==> config.mk <==
export PLATFORM = sky130hd
export DESIGN_NAME = user_event_sched
export DESIGN_NICKNAME = d
export VERILOG_FILES = /design/src/rtl/user_event_sched_pkg.sv /design/src/rtl/user_event_fifo.sv /design/src/rtl/user_event_sched.sv
export SDC_FILE = /design/constraint.sdc
export NUM_CORES = 1
export LEC_CHECK = 0
export ABC_AREA = 1
export CORE_AREA = 3 3 88 131
export CTS_BUF_LIST = sky130_fd_sc_hd__clkbuf_4
export DETAILED_ROUTE_END_ITERATION = 6
export DIE_AREA = 0 0 91 134
export PLACE_DENSITY = 0.66
export SLEW_MARGIN = 40
export SYNTH_ARGS = -nofsm -noshare
export SYNTH_HDL_FRONTEND = slang
export SYNTH_SLANG_ARGS = --single-unit
export TNS_END_PERCENT = 30
==> constraint.sdc <==
create_clock -name clk_i -period 2.4 [get_ports clk_i]
set_input_delay 0.36 -clock clk_i [delete_from_list [all_inputs] [get_ports clk_i]]
set_output_delay 0.36 -clock clk_i [all_outputs]
set_load 0.02 [all_outputs]
==> src/rtl/user_event_sched_pkg.sv <==
// Shared definitions for the user-event scheduler: the event encoding consumed
// by main_game_logic and the level input width.
package user_event_sched_pkg;

    typedef enum logic [2:0] {
        EV_NEW_GAME = 3'd0,
        EV_LEFT     = 3'd1,
        EV_RIGHT    = 3'd2,
        EV_DOWN     = 3'd3,
        EV_ROTATE   = 3'd4
    } user_event_t;

    localparam int unsigned LEVEL_W = 4;

endpackage

==> src/rtl/user_event_fifo.sv <==
// Small synchronous key-event FIFO with wrap-bit pointers and a flush that can
// be combined with a push, leaving exactly the pushed entry.
module user_event_fifo
    import user_event_sched_pkg::*;
#(
    parameter int unsigned DEPTH = 4
) (
    input  logic        i_clk,
    input  logic        i_rst_n,
    input  logic        i_push,
    input  logic        i_pop,
    input  logic        i_flush,
    input  user_event_t i_data,
    output user_event_t o_data,
    output logic        o_full,
    output logic        o_empty
);

    localparam int unsigned AW = $clog2(DEPTH);
    localparam logic [AW:0] PTR_ONE = {{AW{1'b0}}, 1'b1};

    logic [AW:0]   r_wr_ptr;
    logic [AW:0]   r_rd_ptr;
    user_event_t   r_mem [DEPTH];
    logic [AW-1:0] w_wr_idx;

    assign w_wr_idx = i_flush ? '0 : r_wr_ptr[AW-1:0];
    assign o_empty  = (r_wr_ptr == r_rd_ptr);
    assign o_full   = (r_wr_ptr[AW] != r_rd_ptr[AW]) &&
                      (r_wr_ptr[AW-1:0] == r_rd_ptr[AW-1:0]);
    assign o_data   = r_mem[r_rd_ptr[AW-1:0]];

    // NOTE: state registers use non-blocking assignments so every flop samples pre-edge values.
    always_ff @(posedge i_clk or negedge i_rst_n) begin
        if (!i_rst_n) begin
            r_wr_ptr <= '0;
            r_rd_ptr <= '0;
        end else if (i_flush) begin
            r_rd_ptr <= '0;
            r_wr_ptr <= i_push ? PTR_ONE : '0;
        end else begin
            if (i_push) r_wr_ptr <= r_wr_ptr + PTR_ONE;
            if (i_pop)  r_rd_ptr <= r_rd_ptr + PTR_ONE;
        end
    end

    // NOTE: storage is not reset; the pointers alone decide which entries are valid.
    always_ff @(posedge i_clk) begin
        if (i_push) r_mem[w_wr_idx] <= i_data;
    end

endmodule

==> src/rtl/user_event_sched.sv <==
// user_event_sched: merges buffered key events with a level-dependent gravity
// EV_DOWN tick into the single user-event handshake of main_game_logic.
module user_event_sched
    import user_event_sched_pkg::*;
#(
    parameter int unsigned FIFO_DEPTH    = 4,
    parameter int unsigned GRAVITY_TICKS = 50_000_000,
    parameter int unsigned GRAVITY_STEP  = 4_000_000,
    parameter int unsigned GRAVITY_MIN   = 5_000_000,
    parameter int unsigned CNT_W         = 32
) (
    input  logic               clk_i,
    input  logic               rst_n_i,
    input  user_event_t        key_event_i,
    input  logic               key_valid_i,
    input  logic               game_active_i,
    input  logic               pause_i,
    input  logic [LEVEL_W-1:0] level_i,
    output user_event_t        user_event_o,
    output logic               user_event_ready_o,
    input  logic               user_event_rd_req_i,
    output logic               key_drop_o
);

    localparam int unsigned    PW      = CNT_W + 4;
    localparam logic [PW-1:0]  P_TICKS = PW'(GRAVITY_TICKS);
    localparam logic [PW-1:0]  P_STEP  = PW'(GRAVITY_STEP);
    localparam logic [PW-1:0]  P_MIN   = PW'(GRAVITY_MIN);
    localparam logic [PW-1:0]  P_ONE   = {{(PW-1){1'b0}}, 1'b1};
    localparam logic [CNT_W-1:0] CNT_ONE = {{(CNT_W-1){1'b0}}, 1'b1};

    typedef enum logic [1:0] {
        ST_IDLE    = 2'd0,
        ST_PRESENT = 2'd1,
        ST_GAP     = 2'd2
    } state_t;

    state_t           r_state;
    state_t           w_state_nxt;
    user_event_t      r_event;
    logic             r_rr_key;
    logic             r_key_drop;
    logic [CNT_W-1:0] r_grav_cnt;
    logic             r_grav_pend;

    logic [PW-1:0]    w_reduction;
    logic [PW-1:0]    w_period;
    logic [PW-1:0]    w_last;
    logic             w_cnt_run;
    logic             w_tick;

    user_event_t      w_fifo_head;
    logic             w_fifo_full;
    logic             w_fifo_empty;
    logic             w_blocked;
    logic             w_flush;
    logic             w_drop;
    logic             w_push;

    logic             w_load;
    logic             w_pop;
    logic             w_grav_clr;
    logic             w_flip;
    user_event_t      w_sel;

    // Period is formed in a wider domain so level*step can never wrap below the floor.
    always_comb begin
        w_reduction = PW'(level_i) * P_STEP;
        if ((w_reduction >= P_TICKS) || ((P_TICKS - w_reduction) < P_MIN)) begin
            w_period = P_MIN;
        end else begin
            w_period = P_TICKS - w_reduction;
        end
    end

    assign w_last    = w_period - P_ONE;
    assign w_cnt_run = game_active_i && !pause_i;
    assign w_tick    = (PW'(r_grav_cnt) >= w_last);

    always_ff @(posedge clk_i or negedge rst_n_i) begin
        if (!rst_n_i) begin
            r_grav_cnt  <= '0;
            r_grav_pend <= 1'b0;
        end else if (!game_active_i) begin
            r_grav_cnt  <= '0;
            r_grav_pend <= 1'b0;
        end else begin
            if (w_cnt_run) r_grav_cnt <= w_tick ? '0 : r_grav_cnt + CNT_ONE;
            r_grav_pend <= (r_grav_pend && !w_grav_clr) || (w_cnt_run && w_tick);
        end
    end

    // A full FIFO still accepts a push when the scheduler pops in the same cycle.
    assign w_blocked = key_valid_i && w_fifo_full && !w_pop;
    assign w_flush   = w_blocked && (key_event_i == EV_NEW_GAME);
    assign w_drop    = w_blocked && (key_event_i != EV_NEW_GAME);
    assign w_push    = key_valid_i && !w_drop;

    user_event_fifo #(
        .DEPTH (FIFO_DEPTH)
    ) u_fifo (
        .i_clk   (clk_i),
        .i_rst_n (rst_n_i),
        .i_push  (w_push),
        .i_pop   (w_pop),
        .i_flush (w_flush),
        .i_data  (key_event_i),
        .o_data  (w_fifo_head),
        .o_full  (w_fifo_full),
        .o_empty (w_fifo_empty)
    );

    // NOTE: every output of this block gets a default first so no latch is inferred.
    always_comb begin
        w_state_nxt = r_state;
        w_load      = 1'b0;
        w_pop       = 1'b0;
        w_grav_clr  = 1'b0;
        w_flip      = 1'b0;
        w_sel       = EV_DOWN;
        case (r_state)
            ST_IDLE: begin
                if (!pause_i) begin
                    if (!w_fifo_empty && (w_fifo_head == EV_NEW_GAME)) begin
                        w_load     = 1'b1;
                        w_pop      = 1'b1;
                        w_grav_clr = 1'b1;
                        w_sel      = EV_NEW_GAME;
                    end else if (!w_fifo_empty && r_grav_pend) begin
                        w_load     = 1'b1;
                        w_flip     = 1'b1;
                        w_pop      = r_rr_key;
                        w_grav_clr = !r_rr_key;
                        w_sel      = r_rr_key ? w_fifo_head : EV_DOWN;
                    end else if (!w_fifo_empty) begin
                        w_load = 1'b1;
                        w_pop  = 1'b1;
                        w_sel  = w_fifo_head;
                    end else if (r_grav_pend) begin
                        w_load     = 1'b1;
                        w_grav_clr = 1'b1;
                    end
                    if (w_load) w_state_nxt = ST_PRESENT;
                end
            end
            ST_PRESENT: if (user_event_rd_req_i) w_state_nxt = ST_GAP;
            ST_GAP:     w_state_nxt = ST_IDLE;
            default:    w_state_nxt = ST_IDLE;
        endcase
    end

    always_ff @(posedge clk_i or negedge rst_n_i) begin
        if (!rst_n_i) begin
            r_state    <= ST_IDLE;
            r_event    <= EV_DOWN;
            r_rr_key   <= 1'b1;
            r_key_drop <= 1'b0;
        end else begin
            r_state    <= w_state_nxt;
            r_key_drop <= w_drop;
            if (w_load) r_event  <= w_sel;
            if (w_flip) r_rr_key <= !r_rr_key;
        end
    end

    assign user_event_o       = r_event;
    assign user_event_ready_o = (r_state == ST_PRESENT);
    assign key_drop_o         = r_key_drop;

endmodule
# ---- Word level (Yosys, flattened, before mapping)
# Memories as Yosys holds them, arrays and structs flattened.
# Cells that the tools add are included.
dict set report totals {
  mem_bits_rw 12
  word_cells 97
  mem_count 1
  output_inout_bits 5
  regBits 46
}
# memory depth width read_ports rd_clocked_by_memory_dff wr line_no
set mem_list {}
lappend mem_list {u_fifo.r_mem 4 3 1 0 1 user_event_fifo.sv:24} ;# user_event_t r_mem [DEPTH];
dict set report classes {
  addsub 5
  order_cmp 3
  mul 1
  eq_ne 8
  n_reduce_logical 26
  mux 45
}
# op count
set op_table {}
lappend op_table {{$mux W32} 3}
lappend op_table {{$ge A32 B36 Y1} 1}
lappend op_table {{$lt A36 B23 Y1 const B} 1}
lappend op_table {{$mux W36} 1}
lappend op_table {{$sub A36 B1 Y36 const B} 1}
lappend op_table {{$add A32 B1 Y32 const B} 1}
lappend op_table {{$mux W3} 10}
lappend op_table {{$sub A26 B26 Y27 const A} 1}
lappend op_table {{$ge A26 B26 Y1 const B} 1}
lappend op_table {{$mux W1} 26}
lappend op_table {{$mul A4 B14 Y18 const B} 1}
lappend op_table {{$logic_and A1 B1 Y1} 11}
lappend op_table {{$mux W2} 4}
lappend op_table {{$add A3 B1 Y3 const B} 2}
lappend op_table {{$logic_not A1 Y1} 6}
lappend op_table {{$logic_not A3 Y1} 2}
lappend op_table {{$ne A2 B1 Y1 const B} 3}
lappend op_table {{$pmux W2 S2} 1}
lappend op_table {{$reduce_bool A2 Y1} 2}
lappend op_table {{$eq A3 B3 Y1} 1}
lappend op_table {{$reduce_and A3 Y1} 1}
lappend op_table {{$reduce_bool A3 Y1} 1}
lappend op_table {{$eq A2 B1 Y1 const B} 1}
lappend op_table {{$eq A2 B2 Y1} 1}
lappend op_table {{4 further kinds} 5}

# ---- Logic depth before layout (Yosys ltp)
dict set report logic_depth {
  ltp_word 14
  depth_mapped 38
  depth_no_buf 36
}

# ---- Cells and area by module
# A second synthesis with hierarchy kept.
dict set report hier_totals {
  cells_unflattened 720
  hier_area_um2 5223.8
}
# module n_inst seq_area_each_um2 cells_per_inst area_per_inst_um2
set by_module_without_submodules {}
lappend by_module_without_submodules {user_event_sched 1 1004.7 642 4403.0}
lappend by_module_without_submodules {user_event_fifo 1 510.5 78 820.8}

# ---- Worst setup path after synthesis
# No wires, ideal clock.
dict set report synth_path {
  kind {input to register}
  start {in level_i[1]}
  end {reg r_grav_cnt[0]}
  t_required_ps 2275
  stages 34
  slack_ps -2003
  t_arrival_ps 4279
  path_cell_list {fa_1 -> inv_1 -> fa_1 -> inv_1 -> ha_1 -> buf_4 -> nand3_1 -> nand2_1 -> nand2_1 -> nand2_1 -> nor2_1 -> nand2_4 -> nand2_2 -> nand2_2 -> nand3_1 -> nor2_1 -> nand2_1 -> buf_6 -> nand3b_1 -> ha_1 -> nand2_1 -> nor3_1 -> nor2_1 -> nand2_1 -> nand2_1 -> nand2_1 -> nand2_1 -> nand2_1 -> nand2_1 -> nand2_1 -> nand2_2 -> nand2_4 -> buf_6 -> a21oi_4}
}
dict set report synth_between {
  elab_chain_len 10
  word_cells_on_any_way 11
  cone_classes {2 x add/sub; 1 x mul; 3 x order compare; 4 x mux; 1 x reduce/logical}
}
# item line_no
set synth_rtl {}
lappend synth_rtl {{from (decl)} user_event_sched.sv:18} ;# input logic [LEVEL_W-1:0] level_i,
lappend synth_rtl {{$mul A4 B14 Y18 *} user_event_sched.sv:68} ;# w_reduction = PW'(level_i) * P_STEP;
lappend synth_rtl {{$sub A26 B26 Y27} {user_event_sched.sv:69, user_event_sched.sv:72}}
lappend synth_rtl {{$lt A36 B23 Y1} user_event_sched.sv:69} ;# if ((w_reduction >= P_TICKS) || ((P_TICKS - w_reduction) < P_MIN)) begin
lappend synth_rtl {{$logic_or A1 B1 Y1} user_event_sched.sv:69}
lappend synth_rtl {{$mux W36 *} user_event_sched.sv:69}
lappend synth_rtl {{$sub A36 B1 Y36 *} user_event_sched.sv:76} ;# assign w_last = w_period - P_ONE;
lappend synth_rtl {{$ge A32 B36 Y1 *} user_event_sched.sv:78} ;# assign w_tick = (PW'(r_grav_cnt) >= w_last);
lappend synth_rtl {{$mux W32 * (2 in series)} user_event_sched.sv:88} ;# if (w_cnt_run) r_grav_cnt <= w_tick ? '0 : r_grav_cnt + CNT_ONE;
lappend synth_rtl {{$mux W32 *} user_event_sched.sv:84} ;# end else if (!game_active_i) begin
lappend synth_rtl {{to (signal assigned)} user_event_sched.sv:88}
lappend synth_rtl {{to (decl)} user_event_sched.sv:43} ;# logic [CNT_W-1:0] r_grav_cnt;
# Every way passes the cells marked *; elsewhere a longest branch is shown, timed or not. The select of a mux whose other input is x is not followed.
# A chain may end at the register's enable or synchronous reset.

# ---- Final worst setup path
dict set report layout_path {
  start {in level_i[3]}
  end {reg r_grav_cnt[6]}
}
# Same word-level chain as after synthesis.

==> impl_metrics.prom <==
# TYPE chip_impl_metric gauge
chip_impl_metric{name="drt_pre_antenna_iters",unit=""} 4
chip_impl_metric{name="core",unit="sq um"} 10590
chip_impl_info{name="synth.top_cells.by_area",value="sky130_fd_sc_hd__dfrtp_1, sky130_fd_sc_hd__nand2_1, sky130_fd_sc_hd__ha_1"} 1
chip_impl_metric{name="drc_errors",unit=""} 0
chip_impl_metric{name="netlist_area",unit="sq um"} 5181
chip_impl_metric{name="p_total",unit="mW"} 4.171
chip_impl_metric{name="power_per_cell_area",unit="nW/um^2"} 639.6
chip_impl_metric{name="yosys_warnings",unit=""} 0
chip_impl_metric{name="ys_seq_elements",unit=""} 58
chip_impl_info{name="hp-class",value="input port to async pin"} 1
chip_impl_info{name="crit_path_top_delay_cell",value="sky130_fd_sc_hd__fa_1"} 1
chip_impl_metric{name="postSynthNetCount",unit=""} 757
chip_impl_metric{name="yosysTopAreaCellShare",unit=""} 0.2077
chip_impl_metric{name="setup_viol",unit=""} 33
chip_impl_metric{name="clk_path_buf_depth",unit=""} 2
chip_impl_info{name="violations",value="negative setup slack"} 1
chip_impl_metric{name="wire_per_inst",unit="um"} 13.34
chip_impl_info{name="worst_setup_path_startpoint",value="level_i[3]"} 1
chip_impl_metric{name="syn_area_per_cell",unit="sq um"} 7.498
chip_impl_info{name="crit_path_start_kind",value="input port"} 1
chip_impl_metric{name="die_w",unit="um"} 91
chip_impl_metric{name="number_of_distinct_standard_cells_referenced_by_the_synthesized_netlist",unit=""} 39
chip_impl_metric{name="grt_pass1_wl",unit="um"} 21780
chip_impl_info{name="synth_top_area_cell",value="sky130_fd_sc_hd__dfrtp_1"} 1
chip_impl_metric{name="reg2reg_depth",unit=""} 9
chip_impl_metric{name="clk_pin_slew",unit="ps"} 110
chip_impl_metric{name="worst-path-max-fanout",unit=""} 8
chip_impl_metric{name="placement.cell_area",unit="sq um"} 6071
chip_impl_metric{name="initial_util",unit=""} 0.4892
chip_impl_metric{name="proportion_of_layout_cells_with_a_drive_suffix_above_1",unit=""} 0.2873
chip_impl_info{name="clock_tree.root_cell",value="sky130_fd_sc_hd__clkbuf_4"} 1
chip_impl_metric{name="synth_sequential_area_ratio",unit=""} 0.2924
chip_impl_metric{name="fin_nets",unit=""} 865
chip_impl_metric{name="buffer_ports.inserted",unit=""} 17
chip_impl_metric{name="hold_viol",unit=""} 0
chip_impl_metric{name="cts_htree_levels",unit=""} 3
chip_impl_metric{name="worst_path_arrival_time",unit="ps"} 4700
chip_impl_metric{name="timing.critical_path.slowest_cell_delay",unit="ps"} 580
chip_impl_metric{name="finalCriticalPeriod",unit="ps"} 4375
chip_impl_metric{name="route.detailed.vias_per_inst",unit=""} 5.111
chip_impl_info{name="setup.worst_path.class",value="input port to flip-flop"} 1
chip_impl_metric{name="tightest_slew",unit="ps"} 575.7
chip_impl_metric{name="maximum_number_of_pins_on_one_net_before_global_route_repair",unit=""} 47
chip_impl_info{name="rsz0062_at_grt",value="true"} 1
chip_impl_metric{name="final_standard_cell_area_without_fillers",unit="sq um"} 6521
chip_impl_metric{name="layout_stage_area_growth_over_the_synthesis_result",unit="%"} 25.86
chip_impl_metric{name="final.fill_count",unit=""} 991
chip_impl_metric{name="place_worst_setup_slack",unit="ps"} -2934
chip_impl_metric{name="io-pin-count",unit=""} 18
chip_impl_metric{name="overflow",unit=""} 0
chip_impl_metric{name="cap_viol_max_count",unit=""} 0
chip_impl_metric{name="ir_drop",unit="V"} 0.0003100
chip_impl_info{name="outcome",value="finished with violations"} 1
chip_impl_info{name="r2r_start",value="r_grav_cnt[8]$_DFFE_PN0P_"} 1
chip_impl_metric{name="post-route-period-util",unit=""} 1.823
chip_impl_metric{name="worst_slew_margin_relative_to_its_limit",unit=""} 0.6162
chip_impl_metric{name="initial_antenna_violation_count",unit=""} 1
chip_impl_info{name="critPathMostFrequentCell",value="sky130_fd_sc_hd__nand2_2"} 1
chip_impl_metric{name="worstSkewPairLatency",unit="ps"} 400
chip_impl_metric{name="maxClockFrequency",unit="MHz"} 228.6
chip_impl_metric{name="fin_skew",unit="ps"} 19.80
chip_impl_metric{name="area_of_the_die",unit="sq um"} 12190
chip_impl_metric{name="post-route-worst-setup-slack",unit="ps"} -1975
chip_impl_info{name="tritoncts",value="yes"} 1
chip_impl_metric{name="leakage",unit="nW"} 3.142
chip_impl_metric{name="dpl.hpwl",unit="um"} 10120
chip_impl_metric{name="clock_sinks",unit=""} 58
chip_impl_metric{name="gpl.final_weighted_congestion",unit=""} 0.8859
chip_impl_metric{name="syn-instance-count",unit=""} 691
chip_impl_metric{name="routed-via-count",unit=""} 4850
chip_impl_metric{name="die_h",unit="um"} 134
chip_impl_metric{name="cts_inserted_buffers",unit=""} 9
chip_impl_metric{name="drt_wl_total",unit="um"} 12660
chip_impl_metric{name="antenna_left",unit=""} 0
chip_impl_metric{name="grt_pass1_vias",unit=""} 4962
chip_impl_metric{name="worst-endpoint-required",unit="ps"} 2720
chip_impl_metric{name="aggregate_global_route_resource_usage",unit=""} 0.2188
chip_impl_metric{name="initialDrtViolationCount",unit=""} 267
chip_impl_metric{name="number_of_core_rows",unit=""} 46
chip_impl_metric{name="finalMaxSlewViolations",unit=""} 0
chip_impl_info{name="worst_r2r_endpoint",value="r_grav_cnt[29]$_DFFE_PN0P_"} 1
chip_impl_info{name="worstSetupEndpointType",value="flip-flop"} 1
chip_impl_metric{name="setup_slack_reg_to_reg",unit="ps"} 90
-- synthesized netlist by cell type --
master and instances:
sky130_fd_sc_hd__o21a_1 2, sky130_fd_sc_hd__nor2_4 2, sky130_fd_sc_hd__nor2_2 6, sky130_fd_sc_hd__nor2_1 56, sky130_fd_sc_hd__o21bai_1 4, sky130_fd_sc_hd__nand2_2 11, sky130_fd_sc_hd__nor3_1 12, sky130_fd_sc_hd__ha_1 48
sky130_fd_sc_hd__xnor2_2 1, sky130_fd_sc_hd__dfstp_2 3, sky130_fd_sc_hd__clkinv_1 2, sky130_fd_sc_hd__nand3_1 59, sky130_fd_sc_hd__o21ai_0 18, sky130_fd_sc_hd__nor3_4 1, sky130_fd_sc_hd__nor3_2 2, sky130_fd_sc_hd__xnor2_1 9
sky130_fd_sc_hd__buf_6 4, sky130_fd_sc_hd__o31ai_1 1, sky130_fd_sc_hd__nand2_4 6, sky130_fd_sc_hd__nand4_1 18, sky130_fd_sc_hd__edfxtp_1 12, sky130_fd_sc_hd__a21oi_4 1, sky130_fd_sc_hd__inv_1 77, sky130_fd_sc_hd__clkbuf_1 4
sky130_fd_sc_hd__nand2_1 179, sky130_fd_sc_hd__xor2_1 27, sky130_fd_sc_hd__a21oi_2 1, sky130_fd_sc_hd__nand3b_1 7, sky130_fd_sc_hd__fa_1 5, sky130_fd_sc_hd__o21ai_2 29, sky130_fd_sc_hd__nor4_1 2, sky130_fd_sc_hd__o21ai_1 1
sky130_fd_sc_hd__inv_2 8, sky130_fd_sc_hd__buf_4 2, sky130_fd_sc_hd__buf_2 2, sky130_fd_sc_hd__dfrtp_1 43, sky130_fd_sc_hd__nand3_2 3, sky130_fd_sc_hd__a211oi_1 1, sky130_fd_sc_hd__a21oi_1 22
-- sequential cells by signal, summed over array words and instances (netlist names), 2 cells and up --
signal,cells
u_fifo.r_wr_ptr,3
u_fifo.r_mem,12
user_event_o,3
r_grav_cnt,32
u_fifo.r_rd_ptr,3
r_state,2
-- where the power goes --
group          leakage, nW  internal (mW)  switching (mW)
Combinational         2.35          0.984            1.21
Clock               0.0732          0.306           0.356
Sequential           0.723           1.18           0.136
-- layer usage --
layer,part of all wire,up-vias,track usage
li1,-,2475,-
met1,0.35,2248,0.2087
met2,0.59,83,0.4392
met3,0.017,44,0.02301
met4,0.047,0,0.1284
met5,0,-,0
-- area by class of cell --
class	instances	area, sq um	share of cell area
inverter	87	327.8	0.05027
clock buffer	9	67.56	0.01036
clock inverter	7	60.06	0.009210
antenna	1	2.502	0.0003837
multi-input combinational	534	3448	0.5288
tap	144	180.2	0.02763
timing repair buffer	109	918.4	0.1408
sequential	58	1516	0.2325
-- cells by family (layout without fill, tap and decap cells) --
group,count (synthesis),in the layout,share of synthesized area
and+or+nand+nor,364,364,0.3238
buffers and inverters,99,212,0.07945
AOI/OAI and AO/OA,80,80,0.1050
DFF,58,58,0.2924
adders and majority gates,53,53,0.1352
xor gates and xnor gates,37,37,0.06400
other,0,1,0
-- worst max-delay path by stage --
stage | endpoint | slack (ps)
detailed placement | r_grav_cnt[29]$_DFFE_PN0P_ | -2930
finish | r_grav_cnt[6]$_DFFE_PN0P_ | -1970
floorplan | r_grav_cnt[0]$_DFFE_PN0P_ | -1960
global route | r_grav_cnt[6]$_DFFE_PN0P_ | -2240
CTS | r_grav_cnt[20]$_DFFE_PN0P_ | -1980
global placement | r_grav_cnt[0]$_DFFE_PN0P_ | -2810
-- layout by cell type (no fill, tap or decap), types with 12 or more instances in the layout --
cell,instances
sky130_fd_sc_hd__nor2_1,53
sky130_fd_sc_hd__inv_1,71
sky130_fd_sc_hd__dfrtp_1,42
sky130_fd_sc_hd__nand2_2,25
sky130_fd_sc_hd__o21ai_0,17
sky130_fd_sc_hd__nand3_2,13
sky130_fd_sc_hd__edfxtp_1,12
sky130_fd_sc_hd__nand4_1,18
sky130_fd_sc_hd__nand2_1,161
sky130_fd_sc_hd__ha_1,46
sky130_fd_sc_hd__nor3_1,12
sky130_fd_sc_hd__xor2_1,27
sky130_fd_sc_hd__buf_4,84
sky130_fd_sc_hd__clkdlybuf4s50_1,12
sky130_fd_sc_hd__a21oi_1,19
sky130_fd_sc_hd__o21ai_2,29
sky130_fd_sc_hd__nand3_1,48
sky130_fd_sc_hd__inv_2,15
-- metrics by stage --
stage | utilization | instances | hold slack [ps] | TNS [ps]
4_1_cts | 0.6018 | 944 | 42.64 | -63820
6_report | 0.6158 | 949 | 22.28 | -64020
5_1_grt | 0.6158 | 949 | 76.89 | -72160
3_3_place_gp | 0.5733 | 920 | 467.0 | -92060
3_5_place_dp | 0.5733 | 920 | 475.1 | -95520
2_1_floorplan | - | 691 | 64.41 | -63780
-- worst max-delay path: cells and delay by family --
| family | cells | cell delay [ps] |
|---|---|---|
| adder cells (fa/ha/maj) | 4 | 1730 |
| buffers and inverters | 6 | 590 |
| AND/OR/NAND/NOR | 24 | 1850 |
| AO/OA/AOI/OAI | 2 | 170 |
-- what timing repair did --
action,CTS,global route
resized for setup,48,31
hold buffers,0,0
cloned,1,0
pin swaps,28,35
setup endpoints to repair,33,43
buffers inserted,7,4
No activity file was read; power rests on OpenSTA's default activity.
